===== src/rtl/sha_uart_pkg.sv =====
// Shared constants for the SHA-256 -> UART reporting path.
//   DIGEST_W  : width of a SHA-256 digest in bits
//   HEX_CHARS : number of hex characters needed to print one digest
//   ASCII_CR / ASCII_LF : line terminator bytes appended after the hex text
package sha_uart_pkg;

    localparam int DIGEST_W  = 256;
    localparam int HEX_CHARS = 64;

    localparam logic [7:0] ASCII_CR = 8'h0D;
    localparam logic [7:0] ASCII_LF = 8'h0A;

endpackage


===== src/rtl/nibble_to_ascii.sv =====
// Combinational nibble to ASCII hex digit converter.
//   nibble    : 4-bit value 0..15
//   uppercase : 1 selects 'A'-'F', 0 selects 'a'-'f' for values 10..15
//   ascii     : ASCII code of the hex digit
module nibble_to_ascii (
    input  logic [3:0] nibble,
    input  logic       uppercase,
    output logic [7:0] ascii
);

    always_comb begin
        if (nibble < 4'd10) begin
            ascii = 8'h30 + {4'h0, nibble};
        end else begin
            ascii = (uppercase ? 8'h41 : 8'h61) + {4'h0, nibble} - 8'd10;
        end
    end

endmodule


===== src/rtl/digest_hex_tx.sv =====
// Prints a SHA-256 digest as ASCII hex over a byte-wide UART transmitter,
// optionally followed by CR LF.
//   clk, rst       : clock, asynchronous active-high reset
//   digest_valid   : hash core offers a digest (accepted only in IDLE)
//   digest         : digest, bits [255:252] are printed first
//   digest_ready   : high only while idle and able to latch a digest
//   tx_start       : one-cycle send request to the UART
//   tx_data        : byte to send, held between requests, 0x00 after reset
//   tx_busy        : UART busy flag, rises the cycle after tx_start
//   busy           : a frame is in progress
//   done           : one-cycle pulse after the last byte has left the UART
module digest_hex_tx
    import sha_uart_pkg::*;
#(
    parameter bit APPEND_CRLF = 1'b1,
    parameter bit UPPERCASE   = 1'b0
) (
    input  logic                clk,
    input  logic                rst,
    input  logic                digest_valid,
    input  logic [DIGEST_W-1:0] digest,
    output logic                digest_ready,
    output logic                tx_start,
    output logic [7:0]          tx_data,
    input  logic                tx_busy,
    output logic                busy,
    output logic                done
);

    typedef enum logic [2:0] {
        IDLE,
        ISSUE,
        WAIT_ACK,
        WAIT_FREE,
        FINISH
    } state_t;

    localparam logic [6:0] FRAME_LEN = APPEND_CRLF ? 7'd66 : 7'd64;
    localparam logic [6:0] HEX_LEN   = 7'(HEX_CHARS);

    state_t              state_q, state_d;
    logic [DIGEST_W-1:0] shreg_q, shreg_d;
    logic [6:0]          cnt_q, cnt_d;
    logic                tx_start_q, tx_start_d;
    logic [7:0]          tx_data_q, tx_data_d;

    logic [7:0]          hex_ascii;
    logic [7:0]          cur_char;
    logic                issue_fire;
    logic                char_done;

    nibble_to_ascii u_nibble_to_ascii (
        .nibble    (shreg_q[DIGEST_W-1 -: 4]),
        .uppercase (UPPERCASE),
        .ascii     (hex_ascii)
    );

    // The top nibble of the shift register is always the next hex char;
    // once the hex text is exhausted the counter selects CR then LF.
    always_comb begin
        if (cnt_q < HEX_LEN) begin
            cur_char = hex_ascii;
        end else if (cnt_q == HEX_LEN) begin
            cur_char = ASCII_CR;
        end else begin
            cur_char = ASCII_LF;
        end
    end

    assign issue_fire = (state_q == ISSUE) && !tx_busy;
    assign char_done  = (state_q == WAIT_FREE) && !tx_busy;

    always_ff @(posedge clk or posedge rst) begin
        if (rst) begin
            state_q <= IDLE;
        end else begin
            state_q <= state_d;
        end
    end

    always_comb begin
        state_d = state_q;
        case (state_q)
            IDLE:      if (digest_valid) state_d = ISSUE;
            ISSUE:     if (!tx_busy) state_d = WAIT_ACK;
            WAIT_ACK:  if (tx_busy) state_d = WAIT_FREE;
            WAIT_FREE: if (!tx_busy) state_d = ((cnt_q + 7'd1) < FRAME_LEN) ? ISSUE : FINISH;
            FINISH:    state_d = IDLE;
            default:   state_d = IDLE;
        endcase
    end

    always_comb begin
        digest_ready = (state_q == IDLE);
        busy         = (state_q != IDLE);
        done         = (state_q == FINISH);
        tx_start     = tx_start_q;
        tx_data      = tx_data_q;
    end

    // tx_start and tx_data are registered together so the byte is stable
    // for the whole cycle the UART samples the request.
    always_comb begin
        shreg_d    = shreg_q;
        cnt_d      = cnt_q;
        tx_start_d = 1'b0;
        tx_data_d  = tx_data_q;
        if ((state_q == IDLE) && digest_valid) begin
            shreg_d = digest;
            cnt_d   = 7'd0;
        end
        if (issue_fire) begin
            tx_start_d = 1'b1;
            tx_data_d  = cur_char;
            if (cnt_q < HEX_LEN) begin
                shreg_d = {shreg_q[DIGEST_W-5:0], 4'h0};
            end
        end
        if (char_done) begin
            cnt_d = cnt_q + 7'd1;
        end
    end

    always_ff @(posedge clk or posedge rst) begin
        if (rst) begin
            shreg_q    <= '0;
            cnt_q      <= 7'd0;
            tx_start_q <= 1'b0;
            tx_data_q  <= 8'h00;
        end else begin
            shreg_q    <= shreg_d;
            cnt_q      <= cnt_d;
            tx_start_q <= tx_start_d;
            tx_data_q  <= tx_data_d;
        end
    end

endmodule


===== config.mk =====
export PLATFORM = sky130hd
export DESIGN_NAME = digest_hex_tx
export DESIGN_NICKNAME = d
export VERILOG_FILES = /design/src/rtl/sha_uart_pkg.sv /design/src/rtl/nibble_to_ascii.sv /design/src/rtl/digest_hex_tx.sv
export SDC_FILE = /design/constraint.sdc
export NUM_CORES = 1
export LEC_CHECK = 0
export BUFFER_PORTS_ARGS = -buffer_cell sky130_fd_sc_hd__buf_2
export CAP_MARGIN = 40
export CORE_MARGIN = 2
export CORE_UTILIZATION = 24
export DETAILED_ROUTE_END_ITERATION = 12
export PLACE_DENSITY = 0.45
export SYNTH_ARGS = -nofsm -noshare
export SYNTH_HDL_FRONTEND = slang
export SYNTH_HIERARCHICAL = 1
export SYNTH_SLANG_ARGS = --single-unit

===== constraint.sdc =====
create_clock -name clk -period 28.8 [get_ports clk]
set_input_delay 5.76 -clock clk [delete_from_list [all_inputs] [get_ports clk]]
set_output_delay 5.76 -clock clk [all_outputs]
set_load 0.02 [all_outputs]

==> out/qor.yml <==
outcome: "finished clean"
layout_setup_ws_ps: 20690
numPortBuffers: 271
synth_seq_cells: 275
cts-htree-levels: 2
drt-total-wl_um: 36500
worstSetupPathType: "in -> reg"
relSlewSlack_pct: 23.2
hold_violations: 0
pwr-share-seq_pct: 41.8
yosysUniqueCellTypes: 37
yosysTopAreaCell: "dfrtp_1"
ys.warnings.count: 6
die_w_um: 235
wl_per_cell_um: 14.9
power_switching_mw: 0.580
crit_family: "buffers and inverters"
cts_buffer_depth: 3
post_cts_buffers: 0
setup_viol: 0
drive_above_1_share_pct: 20.2
cts_sinks: 275
grt_antenna_before_repair: 10
cp.required_ps: 29250
synth_top_cell_area_share_pct: 53.8
core_region_area_mm2: 0.0527
cts_hold_buf: 0
tightest_slew_ps: 1150
synth-simple-area-share_pct: 24.5
p_clk_share_pct: 28.1
start_util_pct: 24.3
crit_slowest_cell: "buf_12"
pwr-share-comb_pct: 30.1
dieArea_mm2: 0.0551
nets: 1994
grt.total_usage_pct: 13.1
synthAdderAreaFrac_pct: 0.294
ios: 272
synth_xor_xnor_area_share_pct: 0.343
layout_common_cells: "533 x nand2_1, 275 x dfrtp_1, 271 x buf_2"
final_util_pct: 29.9
ctsRootBufferMaster: "clkbuf_16"
power.density_mw_per_mm2: 106
tns_ps: 0
grt_pass1_vias: 11200
crit_path_start: "tx_busy"
cp.arrival_ps: 8550
firstDrtPassIters: 5
endpoint_kind: "flop"
min_path_type: "reg -> reg"
synth_compound_area_share_pct: 14.0
drt_iter0_drc: 815
grt_pass1_wl_um: 59600
ctsResizeCount: 0
worstPathMaxFanout: 253
syn-instance-count: 1519
r2r_start: "state_q[1]$_DFFE_PP0P_"
seq_area_frac_synth_pct: 53.8
drtAntennaViolNets: 0
synth_area_leaders: "dfrtp_1 54%, nand2_1 16%, a31oi_1 12%, nor2_1 7.7%, buf_6 4.6%"
area_growth_pct: 23.0
ir_drop_v: 0.0000480
grt-ovfl-total: 0
dr_total_vias: 11100
viasPerCell: 4.53
cap_viol_max_count: 0
worstSetupEndpoint: "shreg_q[125]$_DFF_PP0_"
fin_crit_sh_pct: 28.1
rrSetupSlack_ps: 25510
worstPathCellList: "buf_2, or4b_1, clkinv_2, nand2_8, buf_16, buf_12, nor2_1, a31oi_1"
insertion_delay_ps: 540
synth_top_family_by_area: "simple AND/OR/NAND/NOR gates"
period_minus_slack_ps: 8110
dp_hpwl_um: 23300
grt_max_degree: 254
syn_area_per_cell_um2: 8.42
final_common_cell: "nand2_1"
drc: 0
rows: 84
fillCellCount: 5704
worst-path-buf-inv: 4
rr_worst_depth: 7
p_sw_share_pct: 34.8
cts_tree: "yes"
fmax_mhz: 123
clk_pin_slew_ps: 50
syn_area_mm2: 0.0128
intPower_mw: 1.09
muxShareOfSynthArea_pct: 0.0881
crit_path_start_kind: "input pin"
post-place-ws_ps: 20260
chipHeight_um: 235
grt_setup_unrepaired: "no"
path_depth: 8
place.gp.congestion: 0.756
cts_buffers: 36
p_leak_nw: 7.32
drv_slew: 0
crit-reg2reg-capture: "shreg_q[125]$_DFF_PP0_"
slowest_delay_ps: 610
finClkSkew_ps: 15.4
==> worst min path at each step <==
stage | startpoint | end | slack, ps | depth (start not counted)
finish | tx_data[3]$_DFFE_PP0P_ | tx_data[3]$_DFFE_PP0P_ | 490 | 2
global route | tx_data[7]$_DFFE_PP0P_ | tx_data[7]$_DFFE_PP0P_ | 510 | 2
CTS | tx_data[3]$_DFFE_PP0P_ | tx_data[3]$_DFFE_PP0P_ | 490 | 2
detailed placement | tx_data[3]$_DFFE_PP0P_ | tx_data[3]$_DFFE_PP0P_ | 480 | 2
global placement | tx_data[7]$_DFFE_PP0P_ | tx_data[7]$_DFFE_PP0P_ | 470 | 2
floorplan | state_q[2]$_DFFE_PP0P_ | state_q[1]$_DFFE_PP0P_ | 490 | 1
==> registers in the layout (all words and copies together) (netlist names) <==
register and cells:
shreg_q 256, tx_data 8, cnt_q 7, state_q 3, tx_start 1
==> per-stage QoR <==
stage	hold slack [ps]	cells	instance area, µm²	power (mW)
after detailed placement	479	2381	14500	1.21
after global placement	472	2372	14300	1.19
after global routing	514	2443	15700	1.81
after CTS	491	2442	15700	1.70
after floorplan	491	1520	12800	1.11
final	485	2445	15700	1.67
==> cell type report <==
class	count	area [µm²]	area share [%]
diodes	3	7.51	0.0477
clock buffers	48	1030	6.53
clock inverters	13	198	1.26
inverters	9	42.5	0.270
multi-input cells	1119	5040	32.1
flip-flops and latches	275	6880	43.8
well taps	688	861	5.47
repair buffers	290	1670	10.6
==> worst reg2reg max path, delay by kind of cell (launching register included) <==
family                 cells  cell delay, ps
flip-flops                 1             490
AO/OA/AOI/OAI              1             180
buffers and inverters      3            1360
AND/OR/NAND/NOR            3            1190
==> power groups by stage <==
| stage | Combinational [mW] | Sequential [mW] | Clock (mW) |
|---|---|---|---|
| 2_1_floorplan | 0.431 | 0.675 | 0 |
| 3_3_place_gp | 0.488 | 0.700 | 0 |
| 3_5_place_dp | 0.508 | 0.701 | 0 |
| 4_1_cts | 0.512 | 0.699 | 0.487 |
| 5_1_grt | 0.586 | 0.724 | 0.501 |
| 6_report | 0.503 | 0.697 | 0.469 |
==> per-layer routing <==
layer  vias to the layer above  global-route usage (%)  wire, µm
met4                        16                    3.51       639
met1                      5286                    17.9     17200
li1                       5462                       -         -
met5                         -                       0        99
met2                       253                    20.4     16300
met3                        56                    3.65      2260
==> cells in the mapped netlist, drive strengths merged <==
cell type,instances
nand2,536
dfrtp,275
nor2,263
a31oi,253
buf,61
clkbuf,56
o21ai,20
a21oi,9
inv,7
and3,3
ha,3
nor2b,3
nor3,3
xnor2,3
and2,2
clkinv,2
conb,2
nand3,2
nor3b,2
o31ai,2
xor2,2
a21boi,1
a22o,1
a22oi,1
a41o,1
mux2,1
nor4,1
o211ai,1
o21a,1
or2,1
or4b,1
==> kinds of logic (layout without fill, tap and decap cells) <==
family | count (synthesis) | in the layout
other cells | 2 | 6
flops | 275 | 275
simple gates | 817 | 817
buf+inv | 126 | 360
xor+xnor | 5 | 5
compound gates | 290 | 290
mux | 1 | 1
fa+ha+maj | 3 | 3
Note: power is estimated with default switching activity, not from simulation.
